**src/rtl/wb8_mailbox_slave.sv**
```systemverilog
// Wishbone classic 8-bit slave exposing a bidirectional byte mailbox:
// CPU writes feed a downstream FIFO, a local producer feeds an upstream FIFO.
module wb8_mailbox_slave #(
    parameter int         DEPTH       = 4,
    parameter logic [7:0] BASE_ADDR   = 8'h70,
    parameter int         WAIT_STATES = 0
) (
    input  logic       wb_clk_i,
    input  logic       wb_rstn_i,
    input  logic       wb_cyc_i,
    input  logic       wb_stb_i,
    input  logic       wb_we_i,
    input  logic [7:0] wb_adr_i,
    input  logic [7:0] wb_dat_i,
    output logic [7:0] wb_dat_o,
    output logic       wb_ack_o,
    output logic       irq,
    output logic [7:0] rx_data,
    output logic       rx_valid,
    input  logic       rx_ready,
    input  logic [7:0] tx_data,
    input  logic       tx_valid,
    output logic       tx_ready
);

    localparam int            PW        = $clog2(DEPTH);
    localparam int            CW        = PW + 1;
    localparam logic [CW-1:0] FULL_CNT  = CW'(DEPTH);
    localparam logic [1:0]    LAST_WAIT = 2'((WAIT_STATES > 0) ? WAIT_STATES - 1 : 0);

    typedef enum logic [1:0] {S_IDLE, S_WAIT, S_ACK} bus_state_t;

    bus_state_t    state;
    logic [1:0]    wait_cnt;
    logic          enter_ack;
    logic          sel;

    logic [1:0]    acc_off;
    logic          acc_we;
    logic [7:0]    acc_dat;
    logic          acc_empty;

    logic [7:0]    dn_mem [DEPTH];
    logic [PW-1:0] dn_wr, dn_rd;
    logic [CW-1:0] dn_cnt;
    logic [7:0]    up_mem [DEPTH];
    logic [PW-1:0] up_wr, up_rd;
    logic [CW-1:0] up_cnt;

    logic          ovf, unf, en_rx, en_space;
    logic          dn_full, up_full, up_empty;
    logic          acc_done, cpu_wr_data, cpu_rd_data, flush;
    logic          dn_push, dn_pop, up_push, up_pop;
    logic [7:0]    rd_mux;

    assign sel         = wb_cyc_i & wb_stb_i & (wb_adr_i[7:2] == BASE_ADDR[7:2]);
    assign dn_full     = (dn_cnt == FULL_CNT);
    assign up_full     = (up_cnt == FULL_CNT);
    assign up_empty    = (up_cnt == '0);

    assign rx_valid    = (dn_cnt != '0);
    assign rx_data     = dn_mem[dn_rd];
    assign tx_ready    = ~up_full;

    // All register side effects are committed on the edge that closes ACK.
    assign acc_done    = (state == S_ACK);
    assign cpu_wr_data = acc_done & acc_we & (acc_off == 2'd0);
    assign cpu_rd_data = acc_done & ~acc_we & (acc_off == 2'd0);
    assign flush       = acc_done & acc_we & (acc_off == 2'd2) & acc_dat[7];

    assign dn_push     = cpu_wr_data & ~dn_full;
    assign dn_pop      = rx_valid & rx_ready;
    assign up_push     = tx_valid & tx_ready;
    assign up_pop      = cpu_rd_data & ~acc_empty;

    always_comb begin
        rd_mux = 8'h00;
        case (wb_adr_i[1:0])
            2'd0:    rd_mux = up_empty ? 8'h00 : up_mem[up_rd];
            2'd1:    rd_mux = {4'(up_cnt), unf, ovf, dn_full, ~up_empty};
            2'd2:    rd_mux = {6'd0, en_space, en_rx};
            default: rd_mux = 8'h00;
        endcase
    end

    always_comb begin
        enter_ack = 1'b0;
        case (state)
            S_IDLE:  enter_ack = sel && (WAIT_STATES == 0);
            S_WAIT:  enter_ack = wb_cyc_i && wb_stb_i && (wait_cnt == LAST_WAIT);
            default: enter_ack = 1'b0;
        endcase
    end

    // Bus FSM; the access is latched on entry to ACK so read data and
    // the underflow decision both reflect the same FIFO snapshot.
    always_ff @(posedge wb_clk_i or negedge wb_rstn_i) begin
        if (!wb_rstn_i) begin
            state     <= S_IDLE;
            wait_cnt  <= 2'd0;
            wb_ack_o  <= 1'b0;
            wb_dat_o  <= 8'h00;
            acc_off   <= 2'd0;
            acc_we    <= 1'b0;
            acc_dat   <= 8'h00;
            acc_empty <= 1'b0;
        end else begin
            wb_ack_o <= enter_ack;
            wb_dat_o <= 8'h00;
            if (enter_ack) begin
                wb_dat_o  <= wb_we_i ? 8'h00 : rd_mux;
                acc_off   <= wb_adr_i[1:0];
                acc_we    <= wb_we_i;
                acc_dat   <= wb_dat_i;
                acc_empty <= up_empty;
            end
            case (state)
                S_IDLE: begin
                    if (sel) begin
                        state    <= (WAIT_STATES == 0) ? S_ACK : S_WAIT;
                        wait_cnt <= 2'd0;
                    end
                end
                S_WAIT: begin
                    if (!(wb_cyc_i && wb_stb_i)) state <= S_IDLE;
                    else if (enter_ack)          state <= S_ACK;
                    else                         wait_cnt <= wait_cnt + 2'd1;
                end
                S_ACK:   state <= S_IDLE;
                default: state <= S_IDLE;
            endcase
        end
    end

    always_ff @(posedge wb_clk_i) begin
        if (dn_push) dn_mem[dn_wr] <= acc_dat;
        if (up_push) up_mem[up_wr] <= tx_data;
    end

    // Flush wins over any local push/pop in the same cycle.
    always_ff @(posedge wb_clk_i or negedge wb_rstn_i) begin
        if (!wb_rstn_i) begin
            dn_wr  <= '0;
            dn_rd  <= '0;
            dn_cnt <= '0;
            up_wr  <= '0;
            up_rd  <= '0;
            up_cnt <= '0;
        end else if (flush) begin
            dn_wr  <= '0;
            dn_rd  <= '0;
            dn_cnt <= '0;
            up_wr  <= '0;
            up_rd  <= '0;
            up_cnt <= '0;
        end else begin
            if (dn_push) dn_wr <= dn_wr + 1'b1;
            if (dn_pop)  dn_rd <= dn_rd + 1'b1;
            if (up_push) up_wr <= up_wr + 1'b1;
            if (up_pop)  up_rd <= up_rd + 1'b1;
            dn_cnt <= dn_cnt + CW'(dn_push) - CW'(dn_pop);
            up_cnt <= up_cnt + CW'(up_push) - CW'(up_pop);
        end
    end

    always_ff @(posedge wb_clk_i or negedge wb_rstn_i) begin
        if (!wb_rstn_i) begin
            ovf      <= 1'b0;
            unf      <= 1'b0;
            en_rx    <= 1'b0;
            en_space <= 1'b0;
            irq      <= 1'b0;
        end else begin
            if (acc_done && acc_we && (acc_off == 2'd2)) begin
                en_rx    <= acc_dat[0];
                en_space <= acc_dat[1];
            end
            if (acc_done && acc_we && (acc_off == 2'd3)) begin
                if (acc_dat[2]) ovf <= 1'b0;
                if (acc_dat[3]) unf <= 1'b0;
            end
            if (cpu_wr_data && dn_full)   ovf <= 1'b1;
            if (cpu_rd_data && acc_empty) unf <= 1'b1;
            irq <= (en_rx & ~up_empty) | (en_space & ~dn_full);
        end
    end

endmodule

```
**config.mk**
```make
export PLATFORM = sky130hd
export DESIGN_NAME = wb8_mailbox_slave
export DESIGN_NICKNAME = d
export VERILOG_FILES = /design/src/rtl/wb8_mailbox_slave.sv
export SDC_FILE = /design/constraint.sdc
export NUM_CORES = 1
export LEC_CHECK = 0
export ABC_CLOCK_PERIOD_IN_PS = 2900
export BUFFER_PORTS_ARGS = -buffer_cell sky130_fd_sc_hd__buf_2
export CAP_MARGIN = 20
export CORE_MARGIN = 2
export CORE_UTILIZATION = 45
export DETAILED_ROUTE_END_ITERATION = 8
export HOLD_SLACK_MARGIN = 0.08
export PLACE_DENSITY = 0.71
export SYNTH_ARGS = -nofsm -noshare
export SYNTH_HDL_FRONTEND = slang
export SYNTH_SLANG_ARGS = --single-unit
```
**constraint.sdc**
```tcl
create_clock -name wb_clk_i -period 2.9 [get_ports wb_clk_i]
set_input_delay 0.725 -clock wb_clk_i [delete_from_list [all_inputs] [get_ports wb_clk_i]]
set_output_delay 0.725 -clock wb_clk_i [all_outputs]
set_load 0.01 [all_outputs]
```
==> flow_summary.yaml, run 1 <==
die:
  initial_core_util_pct: 46.50
  core_um2: 9284
  io_pins: 51
  rows: 35
  die-height_um: 101.9
  dieArea_um2: 10390
  die_w_um: 101.9
timing:
  hold_viol: 0
  finalCritPeriodShare_pct: 89.17
  worstMarginPinSlew_ns: 0.9092
  relSlewSlack_pct: 39.39
  finalSetupViolCount: 0
  slew_viol_final: 0
  fmax_mhz: 386.7
  tns_ns: 0
  rsz0062_at_grt: "no"
  skew_ns: 0.01440
  post-route-min-period_ns: 2.586
  whs_ns: 0.4657
detailed_routing:
  wl_mm: 7.487
  wire_per_inst_um: 16.82
  vias_per_cell: 5.094
  drtIter0Drc: 51
  dr_total_vias: 2267
  postRouteAntennaNets: 0
  first_pass_iters: 6
  drc: 0
synthesis:
  ys_ff_latch: 105
  synth.avg_cell_area_um2: 16.93
  netlist_area_um2: 4317
  synthTopCellsByArea: "edfxtp_1 45%, dfrtp_1 24%, mux4_2 7.8%, mux2_2 3.9%, ha_1 3.5%"
  synthesis.nets: 300
  yosysTopAreaCellShare_pct: 44.52
  synth_area_leader_cell: "edfxtp_1"
  yosys.cell_types.count: 40
  async_flop_share_pct: 39.05
  synth_seq_area_share_pct: 68.29
  synth_cells: 255
  ys.flop_type: "edfxtp_1"
  synth_edf_count: 64
  yosys_warnings: 0
clock_network:
  numCtsBuffers: 9
  ctsHoldBuffers: 0
  cts_sinks: 105
  cts_tree: "yes"
  htreeDepth: 3
  postCtsSetupBuffers: 0
  clock_path_buffers: 2
  cts-root-buf: "clkbuf_8"
  clk_pin_slew_worst_paths_ns: 0.11
  worstSkewPairLatency_ns: 0.37
  post_cts_resized: 0
power:
  power_density_nw_per_um2: 726.1
  p_leak_nw: 1.950
  peakVddDrop_v: 0.0004259
global_route:
  gr-usage-met3_pct: 4.104
  gr-total-overflow: 0
  grt_pass1_wl_mm: 12.01
  grt_usage_pct: 15.65
  met2_usage_pct: 27.99
  antenna_found_initial: 0
  top_usage_layer: "met2"
  globalRouteMet1Util_pct: 18.09
  grt_pass1_vias: 2344
  grt_max_degree: 42
status:
  status: "finished clean"
critical_path:
  crit_type: "flop to flop"
  worst-path-max-fanout: 7
  critPathRequiredTime_ns: 3.14
  endpoint_kind: "flop"
  worst_ep_arrival_time_ns: 2.82
  start_kind: "flop"
finish:
  layout-drive-gt1-share_pct: 32.91
  n_antenna_cell: 0
  nets: 356
  final_cells: 445
  area_growth_pct: 12.93
placed_design:
  placed_cells: 429
  dp.final_hpwl_mm: 5.311
  io_buffers: 50
  place.gp.congestion: 0.7020
hold_path:
  hold_class: "primary input to async pin"
flow_run:
  drv_cap: 0
==> critical path, cell delays in order (launching register included) <==
cell and delay (ns):
dfrtp_1 0.42, nor3b_1 0.15, buf_4 0.16, nor4_4 0.39, inv_1 0.09, ha_1 0.28, inv_1 0.06, ha_1 0.12
inv_1 0.04, fa_1 0.37, xor2_1 0.19, xnor2_1 0.14, nor2_1 0.05
==> final timing paths <==
check / from / to / slack (ns) / cells past startpoint
worst min register to register: unf / unf / 0.52 / 1
worst max register to register: dn_cnt[2] / dn_cnt[2] / 0.31 / 12
min in group wb_clk_i: unf / unf / 0.52 / 1
worst min-delay path: wb_rstn_i / acc_dat[4] / 0.47 / 1
max in group asynchronous: wb_rstn_i / wb_dat_o[0] / 1.85 / 1
worst max-delay path: dn_cnt[2] / dn_cnt[2] / 0.31 / 12
==> layout make-up <==
type	count	area, µm²
Multi-Input combinational cell	131	1277
Inverter	12	45.04
Sequential cell	105	2948
Clock inverter	6	50.05
Clock buffer	10	127.6
Timing Repair Buffer	52	265.3
Fill cell	786	4409
Tap cell	129	161.4
==> flip-flops by register name, summed over array words and instances (netlist names), 3 cells and up <==
| signal | flops |
|---|---|
| dn_cnt | 3 |
| up_cnt | 3 |
| acc_dat | 8 |
| up_mem | 32 |
| wb_dat_o | 8 |
| dn_mem | 32 |
==> cell usage in the layout, fill, tap and decap left out, types with 9 or more instances in the layout <==
cell      instances
clkbuf_8          9
ha_1             12
dfrtp_1          41
mux4_2           15
buf_2            50
inv_1            11
mux2_2           15
nand2_1           9
nor2_1           18
edfxtp_1         64
==> stage by stage <==
step	cell area [µm²]	power [mW]	utilization, %	setup WS [ns]
floorplan	4317	2.501	-	0.5603
global placement	4697	2.728	50.59	0.4072
detailed placement	4697	2.761	50.59	0.3216
CTS	4875	3.586	52.51	0.2834
global route	4875	3.755	52.51	0.1172
finish	4875	3.540	52.51	0.3141
==> routing by layer <==
metal / part of all wire [%] / wire length (µm)
met2: 54 / 4077
met3: 4.0 / 302
met1: 40 / 2966
met4: 1.9 / 140
met5: 0 / 0
==> power breakdown <==
group | total (mW) | internal (mW) | switching, mW | leakage (nW)
Combinational | 0.729 | 0.391 | 0.338 | 0.733
Clock | 0.834 | 0.327 | 0.507 | 0.0896
Sequential | 1.98 | 1.78 | 0.193 | 1.13
==> cell families after synthesis <==
group                    after synthesis  share of synthesized area [%]
flip-flops                           105                          68.29
AND/OR/NAND/NOR                       60                          8.695
multiplexers                          31                          11.97
buffers and inverters                 19                          2.116
AO/OA/AOI/OAI                         16                          2.493
adder cells (fa/ha/maj)               14                          4.406
XOR/XNOR                              10                          2.029
==> Yosys cell counts, drive strengths merged, types with 2 or more instances <==
cell type   n
and3        6
nor4        3
inv        12
nor2b       5
buf         7
nor3b       2
nand3b      2
fa          2
dfrtp      41
a22oi       6
mux4       15
nor2       18
and2        5
nor3        2
nand2       9
xor2        4
o21ai       2
xnor2       6
mux2       15
a21oi       4
edfxtp     64
ha         12
No activity file was read; power rests on OpenSTA's default activity.
==> run 2: changes to the inputs <==
==> config.mk (replaced) <==
export PLATFORM = sky130hd
export DESIGN_NAME = wb8_mailbox_slave
export DESIGN_NICKNAME = d
export VERILOG_FILES = /design/src/rtl/wb8_mailbox_slave.sv
export SDC_FILE = /design/constraint.sdc
export NUM_CORES = 1
export LEC_CHECK = 0
export BUFFER_PORTS_ARGS = -buffer_cell sky130_fd_sc_hd__buf_2
export CAP_MARGIN = 20
export CORE_MARGIN = 2
export CORE_UTILIZATION = 48
export DETAILED_ROUTE_END_ITERATION = 8
export HOLD_SLACK_MARGIN = 0.08
export PLACE_DENSITY = 0.75
export SYNTH_ARGS = -nofsm -noshare
export SYNTH_HDL_FRONTEND = slang
export SYNTH_SLANG_ARGS = --single-unit
==> run 2 against run 1 <==
Total power increased by 0.58%; clock skew is 0.0039 ns lower; hold slack improved by 0.0048 ns; final area down 0.31%; worst setup slack got worse by 0.030 ns; combinational power is essentially flat.
==> flow_summary.yaml, run 2 (synthesis results as in run 1) <==
die:
  core_um2: 8721
  initial_core_util_pct: 49.50
  io_pins: 51
  die-height_um: 98.83
  rows: 34
  dieArea_um2: 9767
  die_w_um: 98.83
finish:
  nFillCells: 678
  seq_area_um2: 2948
  layout-drive-gt1-share_pct: 32.91
  n_antenna_cell: 0
  reg_top3: "dn_mem: 32 flops, up_mem: 32 flops"
  layout_commonest_cell: "edfxtp_1"
  mostFrequentLayoutCells: "64 x edfxtp_1, 50 x buf_2, 41 x dfrtp_1"
  area_growth_pct: 12.58
  multi_input_area_um2: 1277
  nets: 356
power:
  p_sw_mw: 1.054
  pwr-share-seq_pct: 55.6
  total_power_mw: 3.560
  p_leak_nw: 1.952
  power_density_nw_per_um2: 732.6
  peakVddDrop_v: 0.0003845
  p_int_mw: 2.506
  p_comb_share_pct: 20.4
  clkPwrFrac_pct: 24.0
  swShare_pct: 29.60
global_route:
  grt_pass1_wl_mm: 11.71
  grt_pass1_vias: 2310
  gr-total-overflow: 0
  grt_usage_pct: 15.98
  antenna_found_initial: 0
  grt_max_degree: 42
detailed_routing:
  drtIter0Drc: 152
  postRouteAntennaNets: 0
  dr_total_vias: 2230
  wl_mm: 7.124
  first_pass_iters: 4
  drc: 0
  wire_per_inst_um: 16.80
  vias_per_cell: 5.259
timing:
  slew_viol_final: 0
  fmax_mhz: 382.2
  skew_ns: 0.01054
  rsz0062_at_grt: "no"
  hold_viol: 0
  finalCritPeriodShare_pct: 90.22
  tns_ns: 0
  relSlewSlack_pct: 39.18
  finalSetupViolCount: 0
  post-route-min-period_ns: 2.616
  whs_ns: 0.4705
  worstMarginPinSlew_ns: 0.9123
critical_path:
  start_kind: "flop"
  critPathRequiredTime_ns: 3.15
  crit_type: "flop to flop"
  worst_ep_arrival_time_ns: 2.87
  endpoint_kind: "flop"
  worst-path-max-fanout: 7
clock_network:
  clock_path_buffers: 2
  cts_tree: "yes"
  clk_pin_slew_worst_paths_ns: 0.10
  cts-root-buf: "clkbuf_8"
  htreeDepth: 3
  post_cts_resized: 0
  ctsHoldBuffers: 0
  worstSkewPairLatency_ns: 0.38
  numCtsBuffers: 9
  postCtsSetupBuffers: 0
  cts_sinks: 105
hold_path:
  hold_class: "primary input to async pin"
flow_run:
  drv_cap: 0
status:
  status: "finished clean"
placed_design:
  place.gp.congestion: 0.6940
  dp.final_hpwl_mm: 4.992
  io_buffers: 50
-- run 2: cell count changes in the layout (fill, tap and decap cells not counted) --
cell / before / now
clkinv_2: 1 / 0
clkinv_8: 0 / 1
inv_6: 3 / 2
clkinv_4: 0 / 1
-- run 2: worst max-delay path: stages (launching register included) --
cell     delay [ns]
dfrtp_1        0.43
nor3b_1        0.18
buf_4          0.17
nor4_4         0.37
inv_1          0.08
ha_1           0.27
inv_1          0.05
ha_1           0.13
inv_1          0.05
fa_1           0.38
xor2_1         0.18
xnor2_1        0.14
nor2_1         0.05
-- run 2: power by group through the flow --
stage | Combinational [mW] | Clock (mW) | Sequential [mW]
finish | 0.727 | 0.854 | 1.98
global placement | 0.716 | 0 | 2.00
detailed placement | 0.733 | 0 | 2.02
floorplan | 0.599 | 0 | 1.90
global route | 0.817 | 0.947 | 2.01
CTS | 0.740 | 0.888 | 1.99
-- run 2: final timing paths --
path                           start     endpoint  slack, ns  cells past startpoint
setup / recovery           dn_cnt[2]    dn_cnt[2]       0.28                     12
hold / removal             wb_rstn_i  wb_dat_o[6]       0.47                      1
setup reg to reg           dn_cnt[2]    dn_cnt[2]       0.28                     12
hold reg to reg                  unf          unf       0.52                      1
max in group asynchronous  wb_rstn_i  wb_dat_o[3]       1.85                      1
min in group wb_clk_i            unf          unf       0.52                      1
-- run 2: cell type report --
class,count,area share [%]
well taps,108,2.781
clock buffers,10,2.626
multi-input cells,131,26.29
flip-flops and latches,105,60.66
repair buffers,52,5.458
clock inverters,6,1.262
inverters,12,0.9269
-- run 2: stage by stage --
stage               area (µm²)  std cells  util, %  setup WS (ns)
floorplan                 4317        255        -         0.5603
global placement          4671        408    53.56         0.4180
detailed placement        4671        408    53.56         0.3033
CTS                       4860        424    55.72         0.2466
global route              4860        424    55.72        0.07223
finish                    4860        424    55.72         0.2836
-- run 2: routing by layer --
layer	global-route usage, %	part of all wire (%)	up-vias
met2	26.87	52	42
met5	0	0	-
li1	-	-	1066
met3	5.532	4.8	11
met4	5.479	1.6	0
met1	19.34	41	1111
